==> src/rtl/imm_pack.sv <==
// Immediate packer: encodes ImmVal into instruction bits [31:7] per format, flags
// unrepresentable values, and queues results in a 2-entry FIFO. Optional macro: IMM_PACK_FAULTCNT_EN.
package imm_pack_pkg;
    localparam int unsigned IMM_W = 25;

    typedef struct packed {
        logic [IMM_W-1:0] imm;
        logic             fault;
    } entry_t;
endpackage

module imm_pack
    import imm_pack_pkg::*;
(
    input  logic             clk,
    input  logic             rst,
    input  logic             InValid,
    output logic             InReady,
    input  logic [2:0]       ImmSrc,
    input  logic [31:0]      ImmVal,
    output logic             OutValid,
    input  logic             OutReady,
    output logic [IMM_W-1:0] OutImm,
    output logic             OutFault
`ifdef IMM_PACK_FAULTCNT_EN
    ,
    output logic [15:0]      FaultCnt
`endif
);

    localparam int unsigned DEPTH = 2;
    localparam int unsigned CNT_W = 2;

    entry_t           mem [DEPTH];
    entry_t           new_entry;
    entry_t           head;
    logic             wr_ptr;
    logic             rd_ptr;
    logic [CNT_W-1:0] count;
    logic [31:0]      ins;
    logic             fault;
    logic             push;
    logic             pop;
    logic             is_ok;
    logic             b_ok;
    logic             j_ok;

    // Sign-extension checks: upper bits must all replicate the immediate's sign bit
    assign is_ok = (&ImmVal[31:11]) | ~(|ImmVal[31:11]);
    assign b_ok  = ((&ImmVal[31:12]) | ~(|ImmVal[31:12])) & ~ImmVal[0];
    assign j_ok  = ((&ImmVal[31:20]) | ~(|ImmVal[31:20])) & ~ImmVal[0];

    always_comb begin
        ins   = '0;
        fault = 1'b0;
        case (ImmSrc)
            3'b000: begin
                ins[31:20] = ImmVal[11:0];
                fault      = ~is_ok;
            end
            3'b001: begin
                ins[31:25] = ImmVal[11:5];
                ins[11:7]  = ImmVal[4:0];
                fault      = ~is_ok;
            end
            3'b010: begin
                ins[31]    = ImmVal[12];
                ins[30:25] = ImmVal[10:5];
                ins[11:8]  = ImmVal[4:1];
                ins[7]     = ImmVal[11];
                fault      = ~b_ok;
            end
            3'b011: begin
                ins[31]    = ImmVal[20];
                ins[30:21] = ImmVal[10:1];
                ins[20]    = ImmVal[11];
                ins[19:12] = ImmVal[19:12];
                fault      = ~j_ok;
            end
            3'b100: begin
                ins[31:12] = ImmVal[31:12];
                fault      = |ImmVal[11:0];
            end
            default: begin
                ins   = '0;
                fault = 1'b1;
            end
        endcase
    end

    assign new_entry.imm   = ins[31:7];
    assign new_entry.fault = fault;

    assign InReady  = (count != CNT_W'(DEPTH));
    assign OutValid = (count != '0);
    assign push     = InValid & InReady;
    assign pop      = OutValid & OutReady;
    assign head     = mem[rd_ptr];
    assign OutImm   = OutValid ? head.imm : '0;
    assign OutFault = OutValid ? head.fault : 1'b0;

    // FIFO storage and pointers
    always_ff @(posedge clk) begin
        if (rst) begin
            wr_ptr <= 1'b0;
            rd_ptr <= 1'b0;
            count  <= '0;
        end else begin
            if (push) begin
                mem[wr_ptr] <= new_entry;
                wr_ptr      <= ~wr_ptr;
            end
            if (pop) begin
                rd_ptr <= ~rd_ptr;
            end
            case ({push, pop})
                2'b10:   count <= count + CNT_W'(1);
                2'b01:   count <= count - CNT_W'(1);
                default: count <= count;
            endcase
        end
    end

`ifdef IMM_PACK_FAULTCNT_EN
    // Saturating count of accepted faulty requests
    always_ff @(posedge clk) begin
        if (rst) begin
            FaultCnt <= '0;
        end else if (push && fault && (FaultCnt != 16'hFFFF)) begin
            FaultCnt <= FaultCnt + 16'd1;
        end
    end
`endif

endmodule

==> config.mk <==
export PLATFORM = sky130hd
export DESIGN_NAME = imm_pack
export DESIGN_NICKNAME = d
export VERILOG_FILES = /design/src/rtl/imm_pack.sv
export SDC_FILE = /design/constraint.sdc
export NUM_CORES = 1
export LEC_CHECK = 0
export BUFFER_PORTS_ARGS = -buffer_cell sky130_fd_sc_hd__buf_2
export CORE_AREA = 2 2 77 79
export CTS_CLUSTER_SIZE = 8
export DETAILED_ROUTE_END_ITERATION = 12
export DIE_AREA = 0 0 79 81
export GPL_ROUTABILITY_DRIVEN = 0
export PLACE_DENSITY_LB_ADDON = 0.2
export SYNTH_ARGS = -nofsm -noshare
export SYNTH_HDL_FRONTEND = slang
export SYNTH_SLANG_ARGS = --single-unit
==> constraint.sdc <==
create_clock -name clk -period 4 [get_ports clk]
set_input_delay 0.8 -clock clk [delete_from_list [all_inputs] [get_ports clk]]
set_output_delay 0.8 -clock clk [all_outputs]
set_load 0.02 [all_outputs]
==> results.sh, run 1 <==
export IMPL_outcome="complete, no violations"
export IMPL_ff2ff_setup_slack_ns=1.61
export IMPL_worstSetupEndpointType="output pin"
export IMPL_clock_sinks=57
export IMPL_crit_type="reg2out"
export IMPL_syn_nets=269
export IMPL_maxCapViolCount=0
export IMPL_grt_pass1_wl_um=9135
export IMPL_drt_iter0_markers=81
export IMPL_synthAdderAreaFrac_pct=0.4587
export IMPL_h_tree_depth=3
export IMPL_crit_buf_inv=1
export IMPL_routed_via_density=5.137
export IMPL_startpoint="count[0]"
export IMPL_io_pins=67
export IMPL_ys_warn_count=0
export IMPL_cts_setup_buffers=0
export IMPL_wl_per_cell_um=14.51
export IMPL_antenna_left=0
export IMPL_rsz0062_at_grt="false"
export IMPL_die_area_um2=6399
export IMPL_dp_hpwl_um=3785
export IMPL_num_antenna_cells=0
export IMPL_synthXorXnorAreaFrac_pct=1.606
export IMPL_slew_headroom_pct=23.54
export IMPL_timing_rr_start="count[0]"
export IMPL_min_period_ns=2.725
export IMPL_ys_seq_area_share_pct=60.92
export IMPL_placed_area_um2=3127
export IMPL_clock_path_buffers=2
export IMPL_core_area_um2=5675
export IMPL_finalInstanceArea_um2=3318
export IMPL_setup_viol=0
export IMPL_clockRootBuffer="clkbuf_8"
export IMPL_synth_simple_area_share_pct=17.66
export IMPL_syn_area_um2=2728
export IMPL_cp_num_cells=3
export IMPL_min_path_type="reg2reg"
export IMPL_syn_instance_count=229
export IMPL_finalHoldViolCount=0
export IMPL_grt_ovfl_total=0
export IMPL_die_h_um=81
export IMPL_rr_endpoint="count[1]"
export IMPL_path_delay_family="simple AND/OR/NAND/NOR gates"
export IMPL_layout_drive_gt1_share_pct=29.61
export IMPL_peakVddDrop_mv=0.3957
export IMPL_synth_seq_cells=57
export IMPL_critPathCapture="OutFault"
export IMPL_p_leak_nw=1.277
export IMPL_critPathArrivalTime_ns=1.93
export IMPL_required_ns=3.20
export IMPL_worst_path_largest_cell_delay_ns=0.87
export IMPL_synth_avg_cell_area_um2=11.91
export IMPL_power_mw=1.955
export IMPL_firstDrtPassIters=4
export IMPL_worstPathCellList="nor2_2 > nor2_1 > buf_2"
export IMPL_clk_latency_ns=0.34
export IMPL_fin_setup_tns_ns=0
export IMPL_synth_top_family_by_area="simple AND/OR/NAND/NOR gates"
export IMPL_fp_dieW_um=79
export IMPL_area_growth_pct=21.65
export IMPL_port_buffers=66
export IMPL_ctsHoldBuffers=0
export IMPL_cts_repair_resized=0
export IMPL_critPathLaunchType="flip-flop"
export IMPL_synth_distinct_cells=37
export IMPL_synth_compound_area_share_pct=6.009
export IMPL_track_usage_pct=19.45
export IMPL_cts_clk_slew_worst_paths_ns=0.07
export IMPL_worst_clock_skew_ns=0.009103
export IMPL_worstMarginPinSlew_ns=1.146
export IMPL_drv_slew=0
export IMPL_nets=339
export IMPL_num_rows=28
export IMPL_cts_tree="done"
export IMPL_synth_area_mux_share_pct=10.28
export IMPL_wl_um=5501
export IMPL_cts_buffers=9
export IMPL_reg2reg_depth=5
export IMPL_slowest_stage="nor2_2"
export IMPL_grt_pass1_vias=1890
export IMPL_start_util_pct=48.06
export IMPL_drc=0
export IMPL_routed_via_count=1947
export IMPL_crit_fanout=28
export IMPL_finalCritPeriodShare_pct=68.13
export IMPL_fmax_mhz=366.9
export IMPL_antenna_found_initial=0
export IMPL_grt_max_degree=31
export IMPL_power_per_cell_area_nw_per_um2=589.1
[registers in the layout, summed over array words and instances, names as in the netlist, named ones only]
register,count
rd_ptr,1
wr_ptr,1
count,2
mem,52
[worst register-to-register path, stage by stage, from the launching register on]
cell,delay [ns]
dfxtp_1,0.35
nor2_2,0.87
nor2b_1,0.20
ha_1,0.38
or3_1,0.37
a21oi_1,0.15
[synth_stat cells]
master	count	area share, %
or3_1	1	0.23
nor3_2	1	0.37
clkbuf_1	3	0.41
a31oi_1	1	0.23
a211oi_1	1	0.28
a21oi_1	4	0.73
nand2b_1	8	1.8
a22o_1	1	0.32
o21ai_0	8	1.5
a211oi_2	1	0.46
nand3b_1	1	0.28
nor3_1	2	0.37
xnor2_1	3	0.96
nor4_1	6	1.4
nor4_2	1	0.46
a21o_1	1	0.28
o22ai_1	5	1.1
edfxtp_1	52	57
buf_2	4	0.73
mux2i_1	28	10
and2b_1	1	0.28
nand3_1	8	1.5
a21boi_0	4	1.1
nor2_1	43	5.9
nor2_2	1	0.23
nor3b_1	2	0.55
inv_1	7	0.96
buf_6	1	0.41
nor2b_1	9	2.1
or2_1	1	0.23
and3_1	1	0.23
xor2_1	2	0.64
buf_4	2	0.55
ha_1	1	0.46
dfxtp_1	5	3.7
nand4_1	6	1.4
nand2_1	3	0.41
[layout make-up]
cell class,instances,area [um2]
Clock buffer,12,166.4
Inverter,7,26.28
Timing Repair Buffer,69,352.8
Clock inverter,4,25.02
Sequential cell,57,1662
Multi-Input combinational cell,155,992.2
Fill cell,527,2357
Tap cell,75,93.84
[worst min-delay path by stage]
stage,startpoint,endpoint,slack (ns),cells after the start
6_report,count[1],count[1],0.52,2
3_3_place_gp,count[1],count[1],0.49,2
3_5_place_dp,count[1],count[1],0.51,2
2_1_floorplan,count[1],count[1],0.48,2
5_1_grt,count[1],count[1],0.57,2
4_1_cts,count[1],count[1],0.52,2
[power by group]
part / switching [mW] / internal (mW)
logic: 0.454 / 0.245
registers: 0.0247 / 0.729
clock network: 0.224 / 0.277
total: 0.704 / 1.25
[layer usage]
layer / GRT usage, % / up-vias / routed length, um
met5: 0 / - / 0
met4: 7.241 / 0 / 78
met3: 7.889 / 6 / 373
met2: 30.34 / 54 / 2584
met1: 24.58 / 912 / 2463
li1: - / 975 / -
[stage by stage]
step | utilization [%] | hold WS, ns | instances | setup WS [ns]
final | 58.47 | 0.5212 | 379 | 1.275
after global routing | 58.47 | 0.5737 | 379 | 1.052
after CTS | 58.47 | 0.5214 | 379 | 1.181
after detailed placement | 55.09 | 0.5132 | 363 | 1.549
after global placement | 55.09 | 0.4920 | 363 | 1.602
after floorplan | - | 0.4767 | 229 | 0.6738
[cells by family after synthesis]
family,count (synthesis)
XOR/XNOR,5
flip-flops,57
AND/OR/NAND/NOR,95
adder cells (fa/ha/maj),1
AO/OA/AOI/OAI,26
multiplexers,28
buffers and inverters,17
[layout by cell type, fill, tap and decap left out, types with 2 or more instances in the layout]
| cell type | n |
|---|---|
| a21boi_0 | 4 |
| a21oi_1 | 4 |
| buf_2 | 66 |
| buf_4 | 3 |
| clkbuf_8 | 10 |
| clkinv_2 | 2 |
| clkinvlp_4 | 2 |
| dfxtp_1 | 5 |
| edfxtp_1 | 52 |
| inv_1 | 7 |
| mux2i_1 | 28 |
| nand2_1 | 3 |
| nand2b_1 | 8 |
| nand3_1 | 8 |
| nand4_1 | 6 |
| nor2_1 | 43 |
| nor2b_1 | 9 |
| nor3_2 | 2 |
| nor4_1 | 6 |
| o21ai_0 | 8 |
| o22ai_1 | 5 |
| xnor2_1 | 3 |
| xor2_1 | 2 |
Note: power is estimated with default switching activity, not from simulation.
==> run 2, diff against run 1 <==
--- a/config.mk
+++ b/config.mk
@@ -6,10 +6,10 @@
 export NUM_CORES = 1
 export LEC_CHECK = 0
 export BUFFER_PORTS_ARGS = -buffer_cell sky130_fd_sc_hd__buf_2
-export CORE_AREA = 2 2 77 79
+export CORE_AREA = 2 2 79 81
 export CTS_CLUSTER_SIZE = 8
 export DETAILED_ROUTE_END_ITERATION = 12
-export DIE_AREA = 0 0 79 81
+export DIE_AREA = 0 0 81 83
 export GPL_ROUTABILITY_DRIVEN = 0
 export PLACE_DENSITY_LB_ADDON = 0.2
 export SYNTH_ARGS = -nofsm -noshare
==> constraint.sdc (replaced) <==
create_clock -name clk -period 2.35 [get_ports clk]
set_input_delay 0.47 -clock clk [delete_from_list [all_inputs] [get_ports clk]]
set_output_delay 0.47 -clock clk [all_outputs]
set_load 0.02 [all_outputs]
==> results.sh, run 2 (synthesis gave the netlist of run 1 again) <==
export IMPL_clk_latency_ns=0.33
export IMPL_drc=0
export IMPL_finalHoldViolCount=0
export IMPL_antenna_left=0
export IMPL_slew_headroom_pct=59.51
export IMPL_outcome="complete, no violations"
export IMPL_required_ns=1.88
export IMPL_use_met3_pct=5.435
export IMPL_grt_max_degree=31
export IMPL_wl_per_cell_um=14.91
export IMPL_grt_pass1_vias=1811
export IMPL_track_usage_pct=17.86
export IMPL_grt_use_met2_pct=25.85
export IMPL_clockRootBuffer="clkbuf_8"
export IMPL_maxCapViolCount=0
export IMPL_finalCritPeriodShare_pct=85.37
export IMPL_grt_pass1_wl_um=8838
export IMPL_num_rows=28
export IMPL_core_area_um2=5816
export IMPL_fp_dieW_um=81
export IMPL_grt_ovfl_total=0
export IMPL_drt_iter0_markers=174
export IMPL_nets=341
export IMPL_wl_um=5679
export IMPL_start_util_pct=46.90
export IMPL_dp_hpwl_um=4031
export IMPL_reg_top3="mem: 52 flops, count: 2 flops"
export IMPL_worst_clock_skew_ns=0.007195
export IMPL_fin_setup_tns_ns=0
export IMPL_clock_sinks=57
export IMPL_num_antenna_cells=0
export IMPL_antenna_found_initial=0
export IMPL_regMostFlops="mem"
export IMPL_area_growth_pct=22.16
export IMPL_die_h_um=83
export IMPL_cts_tree="done"
export IMPL_p_leak_nw=1.287
export IMPL_dp_slack_ns=0.4793
export IMPL_layout_commonest_cell="buf_2"
export IMPL_crit_type="reg2out"
export IMPL_critPathLaunchType="flip-flop"
export IMPL_critPathArrivalTime_ns=1.54
export IMPL_routed_via_count=1993
export IMPL_slowest_stage="buf_4"
export IMPL_cts_clk_slew_worst_paths_ns=0.06
export IMPL_layout_drive_gt1_share_pct=28.76
export IMPL_worst_path_largest_cell_delay_ns=0.40
export IMPL_min_path_type="in2reg"
export IMPL_worstPathCellList="buf_4 > mux2i_1 > nor2_1 > buf_2"
export IMPL_port_buffers=66
export IMPL_worstMarginPinSlew_ns=0.6052
export IMPL_clock_path_buffers=2
export IMPL_io_pins=67
export IMPL_firstDrtPassIters=4
export IMPL_cts_buffers=9
export IMPL_min_period_ns=2.006
export IMPL_fin_ws_ns=0.3438
export IMPL_largest_register_ff_count=52
export IMPL_ctsHoldBuffers=0
export IMPL_power_per_cell_area_nw_per_um2=1003
export IMPL_layout_common_cells="buf_2 (66), edfxtp_1 (52), nor2_1 (43)"
export IMPL_setup_viol=0
export IMPL_worstSetupEndpointType="output pin"
export IMPL_use_met1_pct=24.78
export IMPL_top_usage_layer="met2"
export IMPL_peakVddDrop_mv=0.5544
export IMPL_cts_repair_resized=0
export IMPL_drv_slew=0
export IMPL_routed_via_density=5.231
export IMPL_fmax_mhz=498.4
export IMPL_cts_setup_buffers=0
export IMPL_h_tree_depth=3
export IMPL_rsz0062_at_grt="false"
export IMPL_die_area_um2=6723
export IMPL_crit_fanout=26
run 2: through the flow:
step / hold slack, ns / power (mW) / area [um2] / util [%] / cells
2_1_floorplan: 0.4767 / 2.153 / 2738 / - / 229
3_3_place_gp: 0.4994 / 2.537 / 3154 / 54.24 / 365
3_5_place_dp: 0.5159 / 2.555 / 3154 / 54.24 / 365
4_1_cts: 0.4301 / 3.383 / 3332 / 57.29 / 381
5_1_grt: 0.4574 / 3.535 / 3332 / 57.29 / 381
6_report: 0.4331 / 3.342 / 3332 / 57.29 / 381
run 2: worst max-delay path, delay by kind of cell (launching register included):
kind,cells,cell delay [ns]
buffers and inverters,2,0.55
muxes,1,0.27
DFF,1,0.30
and+or+nand+nor,1,0.05
run 2: final cells by class:
type	instances	area [um2]
clock buffers	11	131.4
clock inverters	5	46.29
fillers	533	2484
inverters	7	26.28
multi-input cells	155	1005
flip-flops and latches	57	1662
well taps	75	93.84
repair buffers	71	367.9
run 2: power breakdown:
part           switching [mW]  internal [mW]
clock                   0.353          0.477
combinational           0.779          0.447
sequential             0.0452           1.24
total                    1.18           2.17
run 2: worst paths after layout:
path	startpoint	end	slack, ns	cells after the start
setup / recovery	flip-flop	OutFault	0.34	4
hold reg to reg	rd_ptr	flip-flop	0.51	2
setup reg to reg	count[0]	count[1]	0.62	6
hold / removal	rst	flip-flop	0.43	2
run 2: routing by layer:
| metal | up-vias | share of wire [%] | routed length, um |
|---|---|---|---|
| met5 | - | 0 | 0 |
| met4 | 0 | 1.4 | 82 |
| met3 | 8 | 7.9 | 450 |
| met2 | 73 | 46 | 2613 |
| met1 | 928 | 45 | 2532 |
| li1 | 984 | - | - |
==> run 3, diff against run 2 <==
--- a/config.mk
+++ b/config.mk
@@ -6,10 +6,10 @@
 export NUM_CORES = 1
 export LEC_CHECK = 0
 export BUFFER_PORTS_ARGS = -buffer_cell sky130_fd_sc_hd__buf_2
-export CORE_AREA = 2 2 79 81
+export CORE_AREA = 2 2 77 79
 export CTS_CLUSTER_SIZE = 8
 export DETAILED_ROUTE_END_ITERATION = 12
-export DIE_AREA = 0 0 81 83
+export DIE_AREA = 0 0 79 81
 export GPL_ROUTABILITY_DRIVEN = 0
 export PLACE_DENSITY_LB_ADDON = 0.2
 export SYNTH_ARGS = -nofsm -noshare
==> constraint.sdc (replaced) <==
create_clock -name clk -period 2.3 [get_ports clk]
set_input_delay 0.115 -clock clk [delete_from_list [all_inputs] [get_ports clk]]
set_output_delay 0.115 -clock clk [all_outputs]
set_load 0.02 [all_outputs]
==> results.sh, run 3 (synthesis gave the netlist of run 1 again) <==
export IMPL_outcome="complete, no violations"
export IMPL_cts_clk_slew_worst_paths_ns=0.06
export IMPL_finalCritPeriodShare_pct=73.26
export IMPL_worstSetupEndpointType="output pin"
export IMPL_fmax_mhz=593.5
export IMPL_reg_top3="mem: 52 flops, count: 2 flops"
export IMPL_h_tree_depth=3
export IMPL_track_usage_pct=18.80
export IMPL_routed_via_density=5.163
export IMPL_worst_path_largest_cell_delay_ns=0.40
export IMPL_required_ns=2.18
export IMPL_clockRootBuffer="clkbuf_8"
export IMPL_ctsHoldBuffers=0
export IMPL_area_growth_pct=23.35
export IMPL_nets=340
export IMPL_peakVddDrop_mv=0.7938
export IMPL_die_h_um=81
export IMPL_core_area_um2=5675
export IMPL_grt_pass1_vias=1894
export IMPL_slowest_stage="buf_4"
export IMPL_firstDrtPassIters=4
export IMPL_rsz0062_at_grt="false"
export IMPL_power_per_cell_area_nw_per_um2=1051
export IMPL_fp_dieW_um=79
export IMPL_cts_setup_buffers=0
export IMPL_crit_type="reg2out"
export IMPL_dp_hpwl_um=3758
export IMPL_port_buffers=66
export IMPL_drc=0
export IMPL_antenna_found_initial=0
export IMPL_grt_ovfl_total=0
export IMPL_antenna_left=0
export IMPL_critPathArrivalTime_ns=1.57
export IMPL_layout_common_cells="buf_2 (66), edfxtp_1 (52), nor2_1 (43)"
export IMPL_worst_clock_skew_ns=0.006416
export IMPL_clock_path_buffers=2
export IMPL_num_rows=28
export IMPL_maxCapViolCount=0
export IMPL_worstMarginPinSlew_ns=0.5494
export IMPL_num_antenna_cells=0
export IMPL_grt_pass1_wl_um=8845
export IMPL_slew_headroom_pct=63.24
export IMPL_die_area_um2=6399
export IMPL_io_pins=67
export IMPL_finalHoldViolCount=0
export IMPL_wl_per_cell_um=14.50
export IMPL_largest_register_ff_count=52
export IMPL_min_path_type="in2reg"
export IMPL_clk_latency_ns=0.33
export IMPL_layout_commonest_cell="buf_2"
export IMPL_hold_ws_ns=0.07676
export IMPL_layout_drive_gt1_share_pct=29.84
export IMPL_cts_repair_resized=0
export IMPL_routed_via_count=1962
export IMPL_crit_fanout=26
export IMPL_clock_sinks=57
export IMPL_cts_buffers=9
export IMPL_start_util_pct=48.06
export IMPL_grt_max_degree=31
export IMPL_worstPathCellList="buf_4 > mux2i_1 > nor2_1 > buf_2"
export IMPL_wl_um=5511
export IMPL_regMostFlops="mem"
export IMPL_critPathLaunchType="flip-flop"
export IMPL_p_leak_nw=1.305
export IMPL_cts_tree="done"
export IMPL_drv_slew=0
export IMPL_setup_viol=0
export IMPL_fin_setup_tns_ns=0
export IMPL_min_period_ns=1.685
export IMPL_drt_iter0_markers=101
-- run 3: cell count changes in the layout (fill, tap and decap cells not counted) --
cell | before | now
clkbuf_8 | 9 | 13
clkinv_1 | 3 | 0
buf_4 | 5 | 4
clkbuf_1 | 2 | 1
-- run 3: worst paths after layout --
check	slack, ns	startpoint	to	cells past startpoint
setup / recovery	0.62	flip-flop	OutImm[0]	4
setup reg to reg	0.62	count[0]	count[1]	5
hold / removal	0.08	rst	count[1]	2
hold reg to reg	0.52	rd_ptr	rd_ptr	2
-- run 3: per-layer routing --
metal	vias up	share of wire [%]	GRT usage, %
met3	11	4.4	4.222
met2	43	50	31.95
met4	0	2.4	10.86
li1	982	-	-
met1	926	43	22.07
met5	-	0	0
-- run 3: per-stage QoR --
stage	util [%]	instance area [um2]	total power, mW	std cells	setup WS, ns
floorplan	-	2750	2.208	229	0.2711
global placement	55.45	3147	2.571	364	0.7008
detailed placement	55.45	3147	2.587	364	0.6248
CTS	59.28	3364	3.581	380	0.5945
global route	59.28	3364	3.738	380	0.5092
finish	59.28	3364	3.537	380	0.6151
-- run 3: power by group --
| group | total (mW) | switching [mW] | internal, mW |
|---|---|---|---|
| sequential | 1.32 | 0.0479 | 1.27 |
| combinational | 1.23 | 0.791 | 0.441 |
| clock | 0.989 | 0.372 | 0.617 |
| total | 3.54 | 1.21 | 2.33 |
-- run 3: final cells by class --
type                       count  area (um2)
fill                         521        2311
sequential                    57        1662
multi-input combinational    155        1005
timing repair buffer          70       360.3
clock buffer                  14       182.7
tap                           75       93.84
clock inverter                 2       35.03
inverter                       7       26.28
-- run 3: critical path, delay by kind of cell (launching register included) --
family                 cells  cell delay [ns]
muxes                      1             0.29
buffers and inverters      2             0.56
and+or+nand+nor            1             0.06
DFF                        1             0.31
